File: config.mk
export PLATFORM = sky130hd
export DESIGN_NAME = uart_rx_os16
export DESIGN_NICKNAME = d
export VERILOG_FILES = /design/src/rtl/uart_rx_os16.sv
export SDC_FILE = /design/constraint.sdc
export NUM_CORES = 1
export LEC_CHECK = 0
export ABC_AREA = 1
export BUFFER_PORTS_ARGS = -buffer_cell sky130_fd_sc_hd__buf_4
export CORE_MARGIN = 5
export CORE_UTILIZATION = 48
export CTS_CLUSTER_DIAMETER = 150
export CTS_CLUSTER_SIZE = 20
export DETAILED_ROUTE_END_ITERATION = 10
export PLACE_DENSITY = 0.79
export SLEW_MARGIN = 20
export SYNTH_ARGS = -nofsm -noshare
export SYNTH_HDL_FRONTEND = slang
export SYNTH_SLANG_ARGS = --single-unit
File: constraint.sdc
create_clock -name clk -period 1.4 [get_ports clk]
set_clock_uncertainty 0.1 [all_clocks]
set_input_delay 0.14 -clock clk [delete_from_list [all_inputs] [get_ports clk]]
set_output_delay 0.14 -clock clk [all_outputs]
set_load 0.01 [all_outputs]
File: src/rtl/uart_rx_os16.sv
// 8N1 UART receiver on a 16x oversample tick: two-flop synchroniser, start-edge
// search on the tick grid, mid-bit sampling, stop-bit check and a one-clock rx_done strobe.
module uart_rx_os16 #(
  parameter int DATA_BITS  = 8,
  parameter int OVERSAMPLE = 16
) (
  input  logic                 clk,
  input  logic                 rst,
  input  logic                 b_tick,
  input  logic                 rx,
  output logic [DATA_BITS-1:0] rx_data,
  output logic                 rx_done,
  output logic                 rx_busy,
  output logic                 frame_err,
  output logic [1:0]           dbg_state
);

  localparam int TW = $clog2(OVERSAMPLE);
  localparam int BW = $clog2(DATA_BITS) + 1;
  localparam logic [TW-1:0] TICK_LAST = TW'(OVERSAMPLE - 1);
  localparam logic [TW-1:0] HALF_LAST = TW'(OVERSAMPLE / 2 - 1);
  localparam logic [BW-1:0] BIT_LAST  = BW'(DATA_BITS - 1);

  typedef enum logic [1:0] {
    S_IDLE  = 2'd0,
    S_START = 2'd1,
    S_DATA  = 2'd2,
    S_STOP  = 2'd3
  } state_t;

  state_t                 state_q, state_d;
  logic [TW-1:0]          tick_cnt_q, tick_cnt_d;
  logic [BW-1:0]          bit_cnt_q, bit_cnt_d;
  logic [DATA_BITS-1:0]   shift_q, shift_d;
  logic [DATA_BITS-1:0]   rx_data_q, rx_data_d;
  logic                   rx_done_q, rx_done_d;
  logic                   rx_busy_q, rx_busy_d;
  logic                   frame_err_q, frame_err_d;
  logic                   sync1_q, sync2_q;
  logic                   rx_s;

  // Sync flops reset high so a reset never looks like a start edge.
  always_ff @(posedge clk) begin
    if (rst) begin
      sync1_q <= 1'b1;
      sync2_q <= 1'b1;
    end else begin
      sync1_q <= rx;
      sync2_q <= sync1_q;
    end
  end

  assign rx_s = sync2_q;

  always_ff @(posedge clk) begin
    if (rst) begin
      state_q     <= S_IDLE;
      tick_cnt_q  <= '0;
      bit_cnt_q   <= '0;
      shift_q     <= '0;
      rx_data_q   <= '0;
      rx_done_q   <= 1'b0;
      rx_busy_q   <= 1'b0;
      frame_err_q <= 1'b0;
    end else begin
      state_q     <= state_d;
      tick_cnt_q  <= tick_cnt_d;
      bit_cnt_q   <= bit_cnt_d;
      shift_q     <= shift_d;
      rx_data_q   <= rx_data_d;
      rx_done_q   <= rx_done_d;
      rx_busy_q   <= rx_busy_d;
      frame_err_q <= frame_err_d;
    end
  end

  always_comb begin
    state_d     = state_q;
    tick_cnt_d  = tick_cnt_q;
    bit_cnt_d   = bit_cnt_q;
    shift_d     = shift_q;
    rx_data_d   = rx_data_q;
    frame_err_d = frame_err_q;
    rx_done_d   = 1'b0;

    // Without a tick nothing advances; this is what freezes a frame when ticks stop.
    if (b_tick) begin
      case (state_q)
        S_IDLE: begin
          if (!rx_s) begin
            state_d    = S_START;
            tick_cnt_d = '0;
          end
        end
        S_START: begin
          if (tick_cnt_q == HALF_LAST) begin
            tick_cnt_d = '0;
            if (!rx_s) begin
              state_d   = S_DATA;
              bit_cnt_d = '0;
            end else begin
              state_d = S_IDLE;
            end
          end else begin
            tick_cnt_d = tick_cnt_q + TW'(1);
          end
        end
        S_DATA: begin
          if (tick_cnt_q == TICK_LAST) begin
            shift_d    = {rx_s, shift_q[DATA_BITS-1:1]};
            tick_cnt_d = '0;
            bit_cnt_d  = bit_cnt_q + BW'(1);
            if (bit_cnt_q == BIT_LAST) begin
              state_d = S_STOP;
            end
          end else begin
            tick_cnt_d = tick_cnt_q + TW'(1);
          end
        end
        S_STOP: begin
          if (tick_cnt_q == TICK_LAST) begin
            rx_data_d   = shift_q;
            frame_err_d = ~rx_s;
            rx_done_d   = 1'b1;
            state_d     = S_IDLE;
            tick_cnt_d  = '0;
          end else begin
            tick_cnt_d = tick_cnt_q + TW'(1);
          end
        end
        default: begin
          state_d    = S_IDLE;
          tick_cnt_d = '0;
        end
      endcase
    end

    rx_busy_d = (state_d != S_IDLE);
  end

  assign rx_data   = rx_data_q;
  assign rx_done   = rx_done_q;
  assign rx_busy   = rx_busy_q;
  assign frame_err = frame_err_q;
  assign dbg_state = state_q;

endmodule

# --- Word level (Yosys, flattened, before mapping) ---
# Cells that the tools add are included.
classes:
  addsub: 2
  n_eq_ne: 10
  mux: 16
  bitwise: 3
  reduce_logical: 9
op_table:
  columns: ["cell", "n"]
  rows:
  - ["2-to-1 mux 4 bit", 5]
  - ["2-to-1 mux 2 bit", 7]
  - ["case mux 4 bit (3 select lines)", 1]
  - ["adder 4 x 1 -> 4 bit, second input constant", 2]
  - ["== test 4 x 3 -> 1 bit, second input constant", 2]
  - ["!= test 2 bit, second input constant", 4]
  - ["case mux 2 bit (4 select lines)", 1]
  - ["case mux 4 bit (2 select lines)", 1]
  - ["AND reduction 3 bit", 2]
  - ["AND reduction 5 bit", 1]
  - ["== test 2 bit, second input constant", 2]
  - ["== test 4 bit, second input constant", 1]
  - ["nonzero test 2 bit", 2]
  - ["inverter 1 bit", 3]
  - ["OR reduction 3 bit", 1]
  - ["== test 2 x 1 -> 1 bit, second input constant", 1]
  - ["logical NOT 2 bit", 1]
  - ["AND reduction 2 bit", 1]
  - ["OR reduction 2 bit", 1]
  - ["2-to-1 mux 1 bit", 1]
totals:
  regBits: 31
  inputBits: 4
  out_inout_bits: 13
  elab_cells: 50

# --- Depth between registers and ports, before layout ---
# Gate-level depths: netlist of the first run.
logic_depth:
  ltp_word: 6
  ltp_mapped: 9
  ltp_nobuf: 9

# --- Worst setup path before layout of the first run ---
# Ideal clock, no wire load.
synth_path:
  kind: "reg-to-reg"
  start: "register tick_cnt_q[0]"
  end: "register rx_data_q[0] (netlist: rx_data[0])"
  setup_ns: 0.116
  arrival_ns: 1.221
  required_time_ns: 1.184
  path_slack_ns: -0.037
  stages_incl_launch_ff: 8
  path_buffers: 1
  period_less_slack_ns: 1.437
  cell_sequence: "dfxtp_1 > ha_1 > nand2_1 > nor2_1 > nand4_1 > clkbuf_2 > o21ai_0 > nor2_1"
synth_via:
  elab_chain_len: 2
synth_rtl:
  columns: ["element", "line", "source"]
  rows:
  - ["start: declaration", "32", "logic [TW-1:0] tick_cnt_q, tick_cnt_d;"]
  - ["start signal: assignment", "67", "tick_cnt_q <= tick_cnt_d;"]
  - ["== test 4 bit", "121", "if (tick_cnt_q == TICK_LAST) begin"]
  - ["AND reduction 3 bit (no source line)", null, null]
  - ["end signal: assignment", "70", "rx_data_q <= rx_data_d;"]
  - ["end: declaration", "35", "logic [DATA_BITS-1:0] rx_data_q, rx_data_d;"]
# Every way passes these cells.
# A chain may end at the register's enable or synchronous reset.

# --- Worst setup path after layout of the first run ---
layout_path:
  start: "register tick_cnt_q[1]"
  end: "register bit_cnt_q[1]"
layout_via:
  elab_chain_len: 3
  word_cells_on_any_way: 5
  cone_classes: "eq/ne: 4; reduce/logical: 1"
layout_rtl:
  columns: ["element", "line", "source"]
  rows:
  - ["== test 4 bit or == test 4 x 3 -> 1 bit (tied branches)", "109, 96", null]
  - ["!= test 2 bit (no source line)", null, null]
  - ["AND reduction 5 bit (no source line) (*)", null, null]
  - ["end signal: assignment", "68", "bit_cnt_q <= bit_cnt_d;"]
  - ["end: declaration", "33", "logic [BW-1:0] bit_cnt_q, bit_cnt_d;"]
# Mark *: on every way between the ends. The rest lies on a longest branch, timed or not.

==> results of run 1 <==
## cells in the final DEF (no fill, tap or decap), types with 2 or more instances in the layout
master                          instances
sky130_fd_sc_hd__nor3_1                 2
sky130_fd_sc_hd__or2_2                  2
sky130_fd_sc_hd__nand2_1               31
sky130_fd_sc_hd__buf_4                 31
sky130_fd_sc_hd__a21oi_1                7
sky130_fd_sc_hd__dfxtp_1               24
sky130_fd_sc_hd__nand2_2                4
sky130_fd_sc_hd__inv_1                 13
sky130_fd_sc_hd__nand4_1                2
sky130_fd_sc_hd__nor2_4                 2
sky130_fd_sc_hd__nand2_4                2
sky130_fd_sc_hd__o21ai_1               11
sky130_fd_sc_hd__o21ai_2                3
sky130_fd_sc_hd__dlygate4sd3_1          2
sky130_fd_sc_hd__nor2_1                41
sky130_fd_sc_hd__o21ai_0                8
sky130_fd_sc_hd__nor2_2                 4
sky130_fd_sc_hd__inv_2                  2
sky130_fd_sc_hd__nand3_1                7
sky130_fd_sc_hd__buf_6                  4
sky130_fd_sc_hd__clkbuf_4               5
sky130_fd_sc_hd__dfxtp_2                6
## through the flow
stage | hold slack, ps | instance area (µm²)
finish | 75.2 | 1830
global route | 95.8 | 1830
CTS | 61.9 | 1750
detailed placement | 230 | 1610
global placement | 225 | 1610
floorplan | 144 | 1370
## sequential cells by signal (all words and copies together) (netlist names)
name        count
dbg_state       2
rx_data         8
rx_busy         1
bit_cnt_q       4
tick_cnt_q      4
rx_s            1
frame_err       1
rx_done         1
sync1_q         1
shift_q         8
## worst max-delay path: cells and delay by family, from the launching register on
| kind | cells | cell delay (ps) |
|---|---|---|
| adder cells (fa/ha/maj) | 1 | 180 |
| flip-flops | 1 | 360 |
| AO/OA/AOI/OAI | 1 | 60 |
| buffers and inverters | 1 | 130 |
| AND/OR/NAND/NOR | 6 | 530 |
## logic make-up (layout without fill, tap and decap cells)
| group | after synthesis | after routing | synth area share (%) |
|---|---|---|---|
| and+or+nand+nor | 100 | 100 | 31.6 |
| AOI/OAI and AO/OA | 31 | 31 | 12.1 |
| DFF | 31 | 31 | 46.4 |
| buffers and inverters | 22 | 62 | 6.74 |
| adders and majority gates | 2 | 2 | 1.87 |
| xor gates and xnor gates | 2 | 2 | 1.31 |
## worst paths after layout
kind         slack [ps]                          to  cells past startpoint                       start
max                 -40   bit_cnt_q[1]$_SDFFE_PP0P_                      9  tick_cnt_q[1]$_SDFFE_PP0P_
min                  80  tick_cnt_q[1]$_SDFFE_PP0P_                      3                      b_tick
max reg2reg         -40   bit_cnt_q[1]$_SDFFE_PP0P_                      9  tick_cnt_q[1]$_SDFFE_PP0P_
min reg2reg         330             rx_s$_SDFF_PP1_                      1          sync1_q$_SDFF_PP1_
## area by class of cell
cell class / count / area (µm²)
well taps: 31 / 38.8
clock inverters: 2 / 35.0
multi-input cells: 135 / 707
fillers: 244 / 877
repair buffers: 37 / 298
inverters: 17 / 71.3
flip-flops and latches: 31 / 632
clock buffers: 6 / 51.3
## timing repair
item / CTS / global route
gates cloned: 0 / 0
gates resized for setup: 13 / 29
pin swaps: 4 / 7
hold buffers: 2 / 0
endpoints found under the setup margin: 20 / 26
hold endpoints to repair: 8 / 0
setup buffers: 2 / 3
## layer usage
metal | global-route usage [%] | share of wire (%) | vias up
li1 | - | - | 682
met1 | 19.0 | 45 | 601
met2 | 26.4 | 49 | 37
met3 | 4.86 | 4.5 | 5
met4 | 9.55 | 1.7 | 0
met5 | 0 | 0 | -
## report_power, final
part	leakage (nW)	internal [mW]	switching, mW
combinational	0.541	0.0329	0.0478
sequential	0.254	0.884	0.00175
clock	0.0482	0.422	0.310
==> results.txt, run 1 <==
The CTS clock-pin slew for the worst setup and hold paths is 100 ps. The final hold violation count came out at 0. The clock reaches the later pin of the worst-skew pair after 340 ps. Once placement completed, the tool counted placed cells totaling about 240. Along the worst path, the maximum fanout reaches 4. In the final layout, the share of cells above drive strength 1 is between 30% and 40%. The kind of path behind the tightest hold check is in -> reg.

The tree is rooted in a sky130_fd_sc_hd__clkbuf_4. The synthesized instance count is 188. In the synthesized netlist the async set-or-reset flop fraction comes to 0%. For this configuration, the core starts out at a cell density of 49.3%. The count of pins over their slew limit is 0.

The die area is 3940 µm². The commonest register cell after synthesis is sky130_fd_sc_hd__dfxtp_1. The number of detailed-route iterations in the first pass came out at 4. Across the run, the number of max-cap violations was 0. OpenSTA, run right after detailed placement, puts the worst setup slack at -130 ps.

The final worst setup slack is -38.0 ps. The power consumption is 1.70 mW. After detailed routing, the average wire length per cell comes to 11.9 µm. The highest clock rate is 695 MHz. The worst-case vdd ir drop came out at roughly 1.1 mV. The H-tree depth reported by CTS is 2. In this run the vertical extent of the chip is around 63 µm. The global-route wire length before repair came out at just over 5 mm. The total nets after synthesis came out at about 190.

The average cell area after synthesis came out at 7.11 µm². The post-detailed-route DRC marker count is 0. Excluding fillers, the count of instances in the completed layout stands at between 200 and 300.

The peak per-stage delay on the critical path is 360 ps. After global routing the overflow that remains totals 0. Detailed placement finished with a half-perimeter wire length of 2.05 mm.

The library cell with the highest instance count after synthesis is sky130_fd_sc_hd__nor2_1. The synthesized design spends more area on one cell type than any other, namely sky130_fd_sc_hd__dfxtp_1. STA classifies the critical path endpoint as a register. The run finished, with violations left.

The number of antenna-violating nets in the routed design is 0. The placeable core area is 2710 µm². Setup violations remaining at the end of the flow were counted as 13. The final net count came out at 233. The number of DRC markers in iteration 0 is 72.

The startpoint class of the critical path is a register. The number of buffers added by the clock tree synthesis step came out at 5. By startpoint and endpoint, the worst setup path is classified as reg -> reg. The final clock period utilization by the worst path came out at 103%. The number of global-route vias before repair came out at 1203.

The total routing usage reported by global routing is ~16%. The cell type of the slowest stage on the worst timing path is sky130_fd_sc_hd__dfxtp_2. The pin count of the biggest net entering global routing is 23. The mapped netlist covers ~1300 µm². Ranked by instance count, the synthesized netlist is headed by sky130_fd_sc_hd__nor2_1, sky130_fd_sc_hd__nand2_1, sky130_fd_sc_hd__dfxtp_1, sky130_fd_sc_hd__o21ai_0, sky130_fd_sc_hd__inv_1. The initial antenna violation count came out at 0. The post-route core utilization came out at 67.6%. Synthesis inferred 31 register bits. The power density over cell area is 927 nW/µm².

The via density per instance is slightly above 5. The number of diodes added for antenna fixing came out at 0. Of the post-synthesis cell area, the dominant cell type holds ~46%.

Detailed routing inserted a total of 1325 vias. The number of library cell types mapped by synthesis came out at 24. During I/O placement, the number of pins put on the boundary was 17. TritonCTS built the clock tree.

At the pin with the least slew margin, the transition time is 317 ps. Traced cell by cell, the critical path runs through ha_4 -> nand2_4 -> nor2_4 -> buf_4 -> o21ai_2 -> nor2_4 -> nand2_1 -> nand2_1 -> nor2_1. The number of sinks handled by clock tree synthesis is 31. The checks that failed: negative setup slack. From synthesis to final layout, the design area changed by 37.2%.

The final RePlAce weighted congestion came out at 0.839. Yosys mapped a number of flops with a built-in enable equal to 0. By area the synthesized netlist is led by sky130_fd_sc_hd__dfxtp_1, sky130_fd_sc_hd__nor2_1, sky130_fd_sc_hd__nand2_1. The total routed wirelength came out at approximately 3.1 mm. The final period demand of the worst path came out at roughly 1400 ps.

During synthesis, Yosys emitted a total of 0 warnings. The total negative slack for setup checks came out at -217 ps. The number of buffers added on ports is 16. The number of buffers on the longest clock path is 2. Setup repair after global routing could not meet its margin everywhere. The width of the die came out at 62.8 µm. The data arrival time of the critical path came out at ~1600 ps. The max-slew headroom at the worst pin came out at roughly four fifths. At the worst endpoint, the required time is 1540 ps. The number of rows created at floorplan came out at 19. The sequential fraction of the synthesis area came out at 46.4%. Summed over all cells, the static leakage comes to 0.843 nW.
(Power assumes the default switching activity.)
==> inputs of run 2 (changes only) <==
--- a/config.mk
+++ b/config.mk
@@ -8,3 +8,2 @@
 export ABC_AREA = 1
-export BUFFER_PORTS_ARGS = -buffer_cell sky130_fd_sc_hd__buf_4
 export CORE_MARGIN = 5
@@ -14,3 +13,4 @@
 export DETAILED_ROUTE_END_ITERATION = 10
-export PLACE_DENSITY = 0.79
+export DONT_BUFFER_PORTS = 1
+export PLACE_DENSITY = 0.73
 export SLEW_MARGIN = 20
--- a/constraint.sdc
+++ b/constraint.sdc
@@ -4,2 +4,2 @@
 set_output_delay 0.14 -clock clk [all_outputs]
-set_load 0.01 [all_outputs]
+set_load 0.02 [all_outputs]
==> run 2 against run 1 <==
Effect of this change:
- the run still ends with negative setup slack left
- register-to-register slack about the same
- non-clock buffer count decreased by 20
- die area unchanged
- combinational power decreased by 6.5%
- sequential power about the same
- sequential share of layout area increased by 1.7 points
- total power decreased by 0.32%
- critical path type unchanged
- largest power group unchanged
- highest routed layer unchanged
==> results.txt, run 2 (same netlist as run 1, synthesis figures left out) <==
The global-route wire length before repair is 5.02 mm (-2.5%). The final clock period utilization by the worst path came out at 102% (-0.79 points). The number of buffers on the longest clock path came to 2 (unchanged). The signal on the critical path passes through ha_4 -> buf_6 -> nand3_4 -> o21bai_1 -> nand2_1 -> nand2_1 -> nand2_1 -> nand2_2 -> nand2_1. The number of diodes added for antenna fixing is 0 (unchanged). The cell depth of the worst hold path came to 4 (+1). Relative to the synthesized area, the layout overhead comes to 30.5%. The number of sinks handled by clock tree synthesis came out at 31 (unchanged). The placeable core area was 2710 µm² (unchanged). The clock tree from TritonCTS is yes. The data arrival time of the critical path was 1560 ps (-20 ps). The static leakage power came out at 0.727 nW (-14%). The part of the power in the clock network came to 43.1% (about the same). The worst-case vdd ir drop is 0.772 mV (-31%). The number of buffers added by the clock tree synthesis step came to 5 (unchanged). The count of placed standard cells in the final layout, fillers left out is 239 (-7.7%). The fraction of power spent switching nets is 21.3% (+0.12 points).

The startpoint class of the critical path is a register. The final worst setup slack is -26.9 ps (+11.1 ps). The depth of the most critical reg-to-reg path is 9 (unchanged). The leading cell type in the layout, fill and taps excluded is sky130_fd_sc_hd__nor2_1.

The via density per instance came out at 5.13 (+0.27%). The pin count of the biggest net entering global routing came out at 23 (unchanged). The number of global-route vias before repair came out at 1110 (-7.7%). The total global routing overflow is 0 (unchanged). The critical-path maximum fanout came out at 3 (-1).

The peak per-stage delay on the critical path was 370 ps (about the same). The die area came to 3940 µm² (unchanged). The starting density of the core came out at 49.3% (unchanged). The source-to-sink clock delay at the later pin of the worst-skew pair came out at 330 ps (about the same). The total negative slack for setup checks came to -43.8 ps (+174 ps).

The HPWL reported at the end of detailed placement is 2.11 mm (+2.7%). The switching power of the nets came to 361 µW (+0.26%). Setup repair after global routing could not meet its margin everywhere. The max-slew headroom at the worst pin came out at 50.2% (-29 points). The placed instance count came out at 225 (-7.8%). The highest clock rate is 701 MHz (+0.78%). The final count of negative-setup-slack endpoints came out at 3 (-10). The post-detailed-route DRC marker count came out at 0 (unchanged). The final RePlAce weighted congestion came out at 0.775 (-7.6%).

The via count is 1226 (-7.5%). The final reports fail on negative setup slack. The count of boundary I/O pins is 17 (unchanged).

The width of the die is 62.8 µm (unchanged). The library cells used most frequently in the layout, excluding fill and tap cells, are sky130_fd_sc_hd__nor2_1, sky130_fd_sc_hd__nand2_1, sky130_fd_sc_hd__dfxtp_1. The total routed wirelength is 3.11 mm (+1.2%).

The number of rows created at floorplan came out at 19 (unchanged). The final net count is 213 (-8.6%). The number of detailed-route iterations in the first pass is 4 (unchanged). The H-tree depth reported by CTS is 2 (unchanged). The worst hold slack was 29.3 ps (-45.9 ps).

The internal power of the cells is 1.33 mW (-0.48%). The proportion of power drawn by flip-flops and latches came to 52.4% (+0.3 points). The proportion of layout cells with a drive suffix above 1 was 30.3% (-3.0 points). The total routing usage reported by global routing came out at 16.0% (-0.33 points). The CTS clock-pin slew for the worst setup and hold paths is 100 ps (about the same). The count of pins over their slew limit came out at 0 (unchanged). The routed wirelength normalized by instance count came out at 13.0 µm (+9.7%). The height of the chip was 62.8 µm (unchanged).

The power density over cell area is 971 nW/µm² (+4.8%). The slew at the pin with the worst max-slew slack came out at 747 ps (+429 ps). The number of antenna-violating nets in the routed design is 0 (unchanged).

The min-delay analysis places its worst path in the category in -> reg. The number of buffers added on ports came to 0 (-16). The number of DRC markers in iteration 0 is 91 (+26%). The cell type of the slowest stage on the worst timing path is sky130_fd_sc_hd__dfxtp_2. The final period demand of the worst path is 1430 ps (-11.1 ps). The most common cell type on the critical path is sky130_fd_sc_hd__nand2_1. The worst setup path is captured at a register.

The initial antenna violation count is 0 (unchanged). The portion of total power attributed to combinational logic is 4.5% (-0.2 points). The flow ran to the end, but the final reports show violations.

The critical path is of the reg -> reg type. The buffer type at the clock tree root is sky130_fd_sc_hd__clkbuf_4. The final hold violation count came out at 0 (unchanged). The data required time of the worst path is 1530 ps (about the same). The number of violations of the max-capacitance limit is 0 (unchanged).
-- run 2: changes by cell type in the layout (fill, tap and decap cells not counted), moves of 2 or more --
cell	previous run	this run
sky130_fd_sc_hd__nor2_2	4	2
sky130_fd_sc_hd__buf_4	31	9
sky130_fd_sc_hd__o21ai_0	8	2
sky130_fd_sc_hd__o21ai_2	3	9
sky130_fd_sc_hd__nand2_1	31	29
-- run 2: final cells by class --
type	instances	area, µm²
Clock buffer	6	51.3
Timing Repair Buffer	17	156
Sequential cell	31	631
Inverter	17	71.3
Clock inverter	2	35.0
Fill cell	243	966
Multi-Input combinational cell	135	761
Tap cell	31	38.8
-- run 2: through the flow --
step	instance area, µm²	worst slack [ps]	utilization, %	power (mW)
final	1740	-26.9	64.4	1.69
after global routing	1740	-121	64.4	1.77
after CTS	1640	-21.0	60.5	1.70
after detailed placement	1460	-115	54.0	0.959
after global placement	1460	-70.1	54.0	0.958
after floorplan	1370	-0.0883	-	0.954
-- run 2: worst max-delay path, delay by kind of cell (launching register included) --
| family | cells | cell delay, ps |
|---|---|---|
| buf+inv | 1 | 110 |
| flops | 1 | 370 |
| compound gates | 1 | 180 |
| simple gates | 6 | 400 |
| fa+ha+maj | 1 | 170 |
-- run 2: power by group through the flow --
stage          registers (mW)  logic, mW  clock network, mW
4_1_cts                 0.890     0.0643              0.747
2_1_floorplan           0.911     0.0422                  0
3_5_place_dp            0.910     0.0487                  0
6_report                0.888     0.0754              0.730
3_3_place_gp            0.910     0.0479                  0
5_1_grt                 0.889     0.0830              0.801
-- run 2: final timing paths --
path,startpoint,endpoint,slack [ps]
max reg2reg,tick_cnt_q[0]$_SDFFE_PP0P_,rx_busy$_SDFF_PP0_,-30
min,b_tick,bit_cnt_q[0]$_SDFFE_PP0P_,30
min reg2reg,sync1_q$_SDFF_PP1_,rx_s$_SDFF_PP1_,320
max,tick_cnt_q[0]$_SDFFE_PP0P_,rx_busy$_SDFF_PP0_,-30
-- run 2: what timing repair did --
action	4_1_cts	5_1_grt
hold buffers	3	0
resized for setup	18	44
setup endpoints to repair	24	27
setup buffers	2	1
gates cloned	0	0
pin swaps	2	12
endpoints found under the hold margin	13	0
-- run 2: metal layers --
metal | share of wire [%] | GRT usage [%] | vias up
met2 | 49 | 25.4 | 23
met3 | 4.5 | 7.91 | 2
li1 | - | - | 639
met1 | 46 | 19.0 | 562
met4 | 0.74 | 4.77 | 0
met5 | 0 | 0 | -
